<file path="config.mk">
export PLATFORM = sky130hd
export DESIGN_NAME = mux_2to1
export DESIGN_NICKNAME = d
export VERILOG_FILES = /design/src/rtl/mux_2to1_pkg.sv /design/src/rtl/mux_2to1_sel_counter.sv /design/src/rtl/mux_2to1.sv
export SDC_FILE = /design/constraint.sdc
export NUM_CORES = 1
export LEC_CHECK = 0
export CAP_MARGIN = 40
export CORE_AREA = 2 2 39 41
export DETAILED_ROUTE_END_ITERATION = 8
export DIE_AREA = 0 0 41 43
export GPL_TIMING_DRIVEN = 0
export PLACE_DENSITY = 0.67
export SLEW_MARGIN = 20
export SYNTH_ARGS = -nofsm -noshare
export SYNTH_HDL_FRONTEND = slang
export SYNTH_SLANG_ARGS = --single-unit
export TNS_END_PERCENT = 100
</file>
<file path="constraint.sdc">
create_clock -name clk -period 3.1 [get_ports clk]
set_input_delay 0.62 -clock clk [delete_from_list [all_inputs] [get_ports clk]]
set_output_delay 0.62 -clock clk [all_outputs]
set_load 0.1 [all_outputs]
</file>
<file path="src/rtl/mux_2to1_pkg.sv">
// Shared constants and select encodings for the de Bruijn routing word mux.
package mux_pkg;

   localparam int DEFAULT_WIDTH = 1;
   localparam int DEFAULT_CNT_W = 8;

   typedef enum logic {
      SEL_A = 1'b0,
      SEL_B = 1'b1
   } sel_e;

   // A sampled select differs from its previous sampled value.
   function automatic logic sel_changed(input logic cur, input logic prev);
      return cur ^ prev;
   endfunction

endpackage

</file>
<file path="src/rtl/mux_2to1_sel_counter.sv">
// Registers the select and counts its sampled value changes, saturating at all-ones.
module mux_sel_counter
   import mux_pkg::*;
#(
   parameter int CNT_W = DEFAULT_CNT_W
) (
   input  logic             clk,
   input  logic             rst,
   input  logic             sel,
   output logic             sel_q,
   output logic [CNT_W-1:0] toggle_cnt
);

   localparam logic [CNT_W-1:0] CNT_MAX  = {CNT_W{1'b1}};
   localparam logic [CNT_W-1:0] CNT_ZERO = {CNT_W{1'b0}};
   localparam logic [CNT_W-1:0] CNT_ONE  = CNT_W'(1'b1);

   logic             sel_r;
   logic [CNT_W-1:0] cnt_r;
   logic             toggle_s;
   logic [CNT_W-1:0] cnt_nxt_s;

   // Next count: advance on a sampled change unless already saturated.
   always_comb begin
      toggle_s  = 1'b0;
      cnt_nxt_s = cnt_r;
      toggle_s  = sel_changed(sel, sel_r);
      if (toggle_s && (cnt_r != CNT_MAX)) begin
         cnt_nxt_s = cnt_r + CNT_ONE;
      end else begin
         cnt_nxt_s = cnt_r;
      end
   end

   // Select history and counter state; reset forces the history to SEL_A.
   always_ff @(posedge clk or posedge rst) begin
      if (rst) begin
         sel_r <= SEL_A;
         cnt_r <= CNT_ZERO;
      end else begin
         sel_r <= sel;
         cnt_r <= cnt_nxt_s;
      end
   end

   assign sel_q      = sel_r;
   assign toggle_cnt = cnt_r;

endmodule

</file>
<file path="src/rtl/mux_2to1.sv">
// Two-input word mux with a combinational output, a registered copy and select-change monitoring.
module mux_2to1
   import mux_pkg::*;
#(
   parameter int WIDTH = DEFAULT_WIDTH,
   parameter int CNT_W = DEFAULT_CNT_W
) (
   input  logic             clk,
   input  logic             rst,
   input  logic [WIDTH-1:0] a,
   input  logic [WIDTH-1:0] b,
   input  logic             sel,
   output logic [WIDTH-1:0] out,
   output logic [WIDTH-1:0] out_q,
   output logic             sel_q,
   output logic [CNT_W-1:0] toggle_cnt
);

   logic [WIDTH-1:0] out_r;

   // Continuous ternary so an unknown select merges a and b bitwise in simulation.
   assign out = sel ? b : a;

   // Pipelined copy of the selected word.
   always_ff @(posedge clk or posedge rst) begin
      if (rst) begin
         out_r <= {WIDTH{1'b0}};
      end else begin
         out_r <= out;
      end
   end

   assign out_q = out_r;

   mux_sel_counter #(
      .CNT_W (CNT_W)
   ) u_sel_counter (
      .clk        (clk),
      .rst        (rst),
      .sel        (sel),
      .sel_q      (sel_q),
      .toggle_cnt (toggle_cnt)
   );

endmodule

</file>
Word level (Yosys, flattened, before mapping)

Index checks and enable logic that the tools add are counted.

Bits of input ports: 5
Logic and storage cells: 8
Output and inout port bits: 11
Register bits after elaboration: 10

Reduce and logical (&&, ||, !) cells: 1
$add $sub $neg: 1
Bitwise logic cells: 1
Equal/unequal tests: 1
Mux-type cells: 1

Operators by type and width:

| operator                                                       | count |
|---|---|
| 8-bit by 1-bit adder with 8-bit output (second input constant) | 1 |
| 8-bit inequality test (second input constant)                  | 1 |
| 1-bit logical AND                                              | 1 |
| 1-bit two-way mux                                              | 1 |
| 1-bit XOR                                                      | 1 |

Logic depth before layout (Yosys ltp)

Gate-level depths: netlist of the first run.

Word-level depth: 2
Mapped depth: 5
Gate-level depth less buffers: 5

Hierarchy

From an unflattened synthesis of the first run, not the netlist that was laid out.

Cell total of the unflattened synthesis: 38
Area total of the unflattened synthesis: 462.9 sq um

Modules (own cells, without submodules):

| module          | cells an instance | times used | seq. area each (sq um) | area an instance (sq um) |
|---|---|---|---|---|
| mux_sel_counter | 35                | 1          | 225.2                  | 419.2 |
| mux_2to1        | 3                 | 1          | 25.0                   | 43.8 |

Worst setup path before layout of the first run

OpenSTA, ideal clock, no wires.

Path type: register to register
Start: register u_sel_counter.cnt_r[0] (netlist: u_sel_counter.toggle_cnt[0])
End: register u_sel_counter.cnt_r[1] (netlist: u_sel_counter.toggle_cnt[1])
Stages on the path, launching flop included: 6
Path slack: 0.945 ns
Setup time: 0.126 ns
Period minus slack after synthesis: 2.155 ns
Required time: 2.974 ns
Data arrival time: 2.029 ns
Path buffers: 0
Path through: dfrtp_1 ha_1 and2_1 nand4_1 nand2_1 mux2_2

Cells in the longest elaborated chain, start to end: 2
Elaborated cells on any way between the ends: 3
Those cells by class: 1 x add/sub; 1 x eq/ne; 1 x reduce/logical

RTL lines:

| what                                                                                           | line                       | RTL |
|---|---|---|
| start: declaration                                                                             | mux_2to1_sel_counter.sv:19 | `logic [CNT_W-1:0] cnt_r;` |
| start signal: assignment                                                                       | mux_2to1_sel_counter.sv:42 | `cnt_r <= cnt_nxt_s;` |
| parallel branches: the longest is 2 deep, another holds 8-bit by 1-bit adder with 8-bit output | n/a                        |  |

Parallel ways; which one is timed is not known.
A chain may end at the register's enable or synchronous reset.

Final worst setup path of the first run

Start: input port sel
End: output port out

Cells in the longest elaborated chain, start to end: 1

RTL lines:

| what               | line           | RTL |
|---|---|---|
| start: declaration | mux_2to1.sv:12 | `input logic sel,` |
| 1-bit two-way mux  | mux_2to1.sv:22 | `assign out = sel ? b : a;` |
| end: declaration   | mux_2to1.sv:13 | `output logic [WIDTH-1:0] out,` |

Every way passes these cells.

==> results.sh, run 1 <==
export IMPL_holdBufCountCts=0
export IMPL_seq_area_frac_synth_pct=52.5
export IMPL_synth_xor_xnor_area_share_pct=8.92
export IMPL_post_drt_wl_per_cell_um=11.5
export IMPL_finalWirelength_um=1010
export IMPL_finalHoldViolations=0
export IMPL_path_clk_slew_ps=60
export IMPL_layout_setup_ws_ps=269
export IMPL_power_frac_clock_pct=9.7
export IMPL_dp_hpwl_um=813
export IMPL_diodes=0
export IMPL_route_detailed_drc=0
export IMPL_synth_fa_ha_area_share_pct=2.62
export IMPL_ir_drop_mv=0.398
export IMPL_gr_usage_all_layers_pct=15.1
export IMPL_h_tree_depth=1
export IMPL_port_buffers=15
export IMPL_area_growth_pct=75.1
export IMPL_cp_arrival_ps=2210
export IMPL_die_w_um=41
export IMPL_drv_slew=0
export IMPL_final_area_sq_um=835
export IMPL_avgViaCountPerCell=4.76
export IMPL_yosys_warnings=0
export IMPL_antenna_found_initial=0
export IMPL_crit_type="input pin to output pin"
export IMPL_period_share_pct=91.3
export IMPL_post_cts_buffers=0
export IMPL_multi_input_area_sq_um=215
export IMPL_start_util_pct=34.4
export IMPL_ctsResizeCount=0
export IMPL_netlist_area_sq_um=477
export IMPL_drtIter0Drc=3
export IMPL_slew_headroom_pct=73.3
export IMPL_cp_start_kind="input pin"
export IMPL_synthSimpleGateAreaFrac_pct=20.2
export IMPL_drv_cap=0
export IMPL_rsz0062_at_grt="false"
export IMPL_final_cell_mix="15 x clkdlybuf4s50_1, 11 x buf_8, 10 x dfrtp_1"
export IMPL_skew_ps=1.78
export IMPL_synth_top_family_by_area="simple AND/OR/NAND/NOR gates"
export IMPL_synth_fp_nets=49
export IMPL_crit_required_ps=2480
export IMPL_dr_pass1_iters=4
export IMPL_worstMarginPinSlew_ps=400
export IMPL_combPwrFrac_pct=66.5
export IMPL_status="finished, final reports clean"
export IMPL_dieHeight_um=43
export IMPL_num_vias=419
export IMPL_final_common_cell="clkdlybuf4s50_1"
export IMPL_hold_path_class="flop to flop"
export IMPL_synth_compound_area_share_pct=4.20
export IMPL_grt_max_degree=11
export IMPL_fin_cells=88
export IMPL_insertion_delay_ps=270
export IMPL_nNetsFinal=80
export IMPL_cts_buffers=3
export IMPL_switching_share_pct=52.4
export IMPL_place_ws_ps=253
export IMPL_fillers=110
export IMPL_synthDistinctLibCells=21
export IMPL_seqPwrFrac_pct=23.8
export IMPL_layout_area_seq_sq_um=250
export IMPL_synth_area_per_cell_sq_um=11.1
export IMPL_design_core_area_sq_mm=0.00138
export IMPL_power_density_mw_per_mm2=1110
export IMPL_drive_above_1_share_pct=27.8
export IMPL_reg2reg_depth=5
export IMPL_finalSetupViolCount=0
export IMPL_ant_nets=0
export IMPL_gr_total_overflow=0
export IMPL_p_leak_nw=0.376
export IMPL_crit_path_max_fanout=3
export IMPL_grt_pass1_wl_um=1660
export IMPL_min_path_cells=1
export IMPL_grt_pass1_vias=396
export IMPL_clock_sinks=10
export IMPL_postSynthCellCount=43
export IMPL_p_int_mw=0.439
export IMPL_dieArea_sq_mm=0.00176
export IMPL_dp_cells=85
export IMPL_clk_root_buffer_cell="clkbuf_4"
export IMPL_layout_min_cycle_time_ps=2830
export IMPL_place_area_sq_um=812
export IMPL_end_kind="output pin"
export IMPL_synth_mux_area_share_pct=9.19
export IMPL_p_switching_mw=0.483
export IMPL_ios=16
export IMPL_fp_row_count=14
export IMPL_fmax_mhz=353
export IMPL_cts_tree="yes"
export IMPL_clockBufferDepth=2
export IMPL_place_congestion=0.642
export IMPL_synth_seq_cells=10
## routing by layer
metal | track usage (%) | wire, um | vias up
met5 | 0 | 0 | -
met4 | 16.0 | 67 | 0
met3 | 1.57 | 31 | 7
met2 | 22.5 | 500 | 14
met1 | 16.5 | 413 | 195
li1 | - | - | 203
## through the flow
stage	TNS [ps]	util (%)	hold slack [ps]	total power [mW]
2_1_floorplan	0	-	460	0.590
3_3_place_gp	-32.8	46.7	502	0.696
5_1_grt	0	60.3	544	0.965
3_5_place_dp	0	58.7	519	0.841
6_report	0	60.3	523	0.923
4_1_cts	0	60.3	529	0.932
## cells by family (layout without fill, tap and decap cells)
family | count (synthesis) | in the layout
xor gates and xnor gates | 4 | 4
muxes | 4 | 4
AOI/OAI and AO/OA | 4 | 4
and+or+nand+nor | 17 | 17
DFF | 10 | 10
buffers and inverters | 3 | 32
adders and majority gates | 1 | 1
## area by class of cell
type	instances	share of cell area, %
Clock buffer	3	2.70
Multi-Input combinational cell	30	25.8
Inverter	3	1.35
Sequential cell	10	30.0
Tap cell	16	2.40
Timing Repair Buffer	26	37.8
## worst max-delay path: stages
cell	delay, ps
clkdlybuf4s50_1	580
mux2_2	370
clkdlybuf4s50_1	460
buf_8	190
## synth_stat cells
master / count / area share, %
a21oi_1: 2 / 2.1
and2_1: 1 / 1.3
and3_1: 1 / 1.3
and4_4: 1 / 2.4
dfrtp_1: 10 / 52
ha_1: 1 / 2.6
inv_1: 3 / 2.4
mux2_1: 1 / 2.4
mux2_2: 2 / 4.7
mux2i_1: 1 / 2.1
nand2_1: 6 / 4.7
nand3_1: 1 / 1.0
nand4_1: 1 / 1.3
nand4_2: 1 / 2.6
nor2_1: 3 / 2.4
nor3_1: 1 / 1.0
nor3_2: 1 / 2.1
o21ai_0: 2 / 2.1
xnor2_1: 1 / 1.8
xor2_1: 2 / 3.7
xor2_2: 1 / 3.4
## power groups by stage
stage,Clock [mW],Sequential (mW),Combinational (mW)
after global routing,0.101,0.228,0.637
after global placement,0,0.222,0.475
final,0.0895,0.220,0.613
after floorplan,0,0.507,0.0827
after CTS,0.0926,0.221,0.618
after detailed placement,0,0.223,0.618
## final timing paths
check | start | to | slack [ps]
worst max register to register | u_sel_counter.toggle_cnt[0] | u_sel_counter.toggle_cnt[1] | 1560
min in group asynchronous | rst | out_q | 630
worst min register to register | u_sel_counter.toggle_cnt[4] | u_sel_counter.toggle_cnt[4] | 520
max in group asynchronous | rst | u_sel_counter.toggle_cnt[6] | 2190
worst max-delay path | sel | out | 270
worst min-delay path | u_sel_counter.toggle_cnt[4] | u_sel_counter.toggle_cnt[4] | 520
## flip-flops by register name, indices dropped and copies added (netlist names)
| register | count |
|---|---|
| out_q | 1 |
| u_sel_counter.toggle_cnt | 8 |
| u_sel_counter.sel_q | 1 |
(Power assumes the default switching activity.)
==> run 2: changes to the inputs <==
Settings changed: HOLD_SLACK_MARGIN from default to 0.1, SKIP_CTS_REPAIR_TIMING from default to 1.
==> results of run 2 <==
No change in the layout: final DEF, timing and power equal those of run 1.
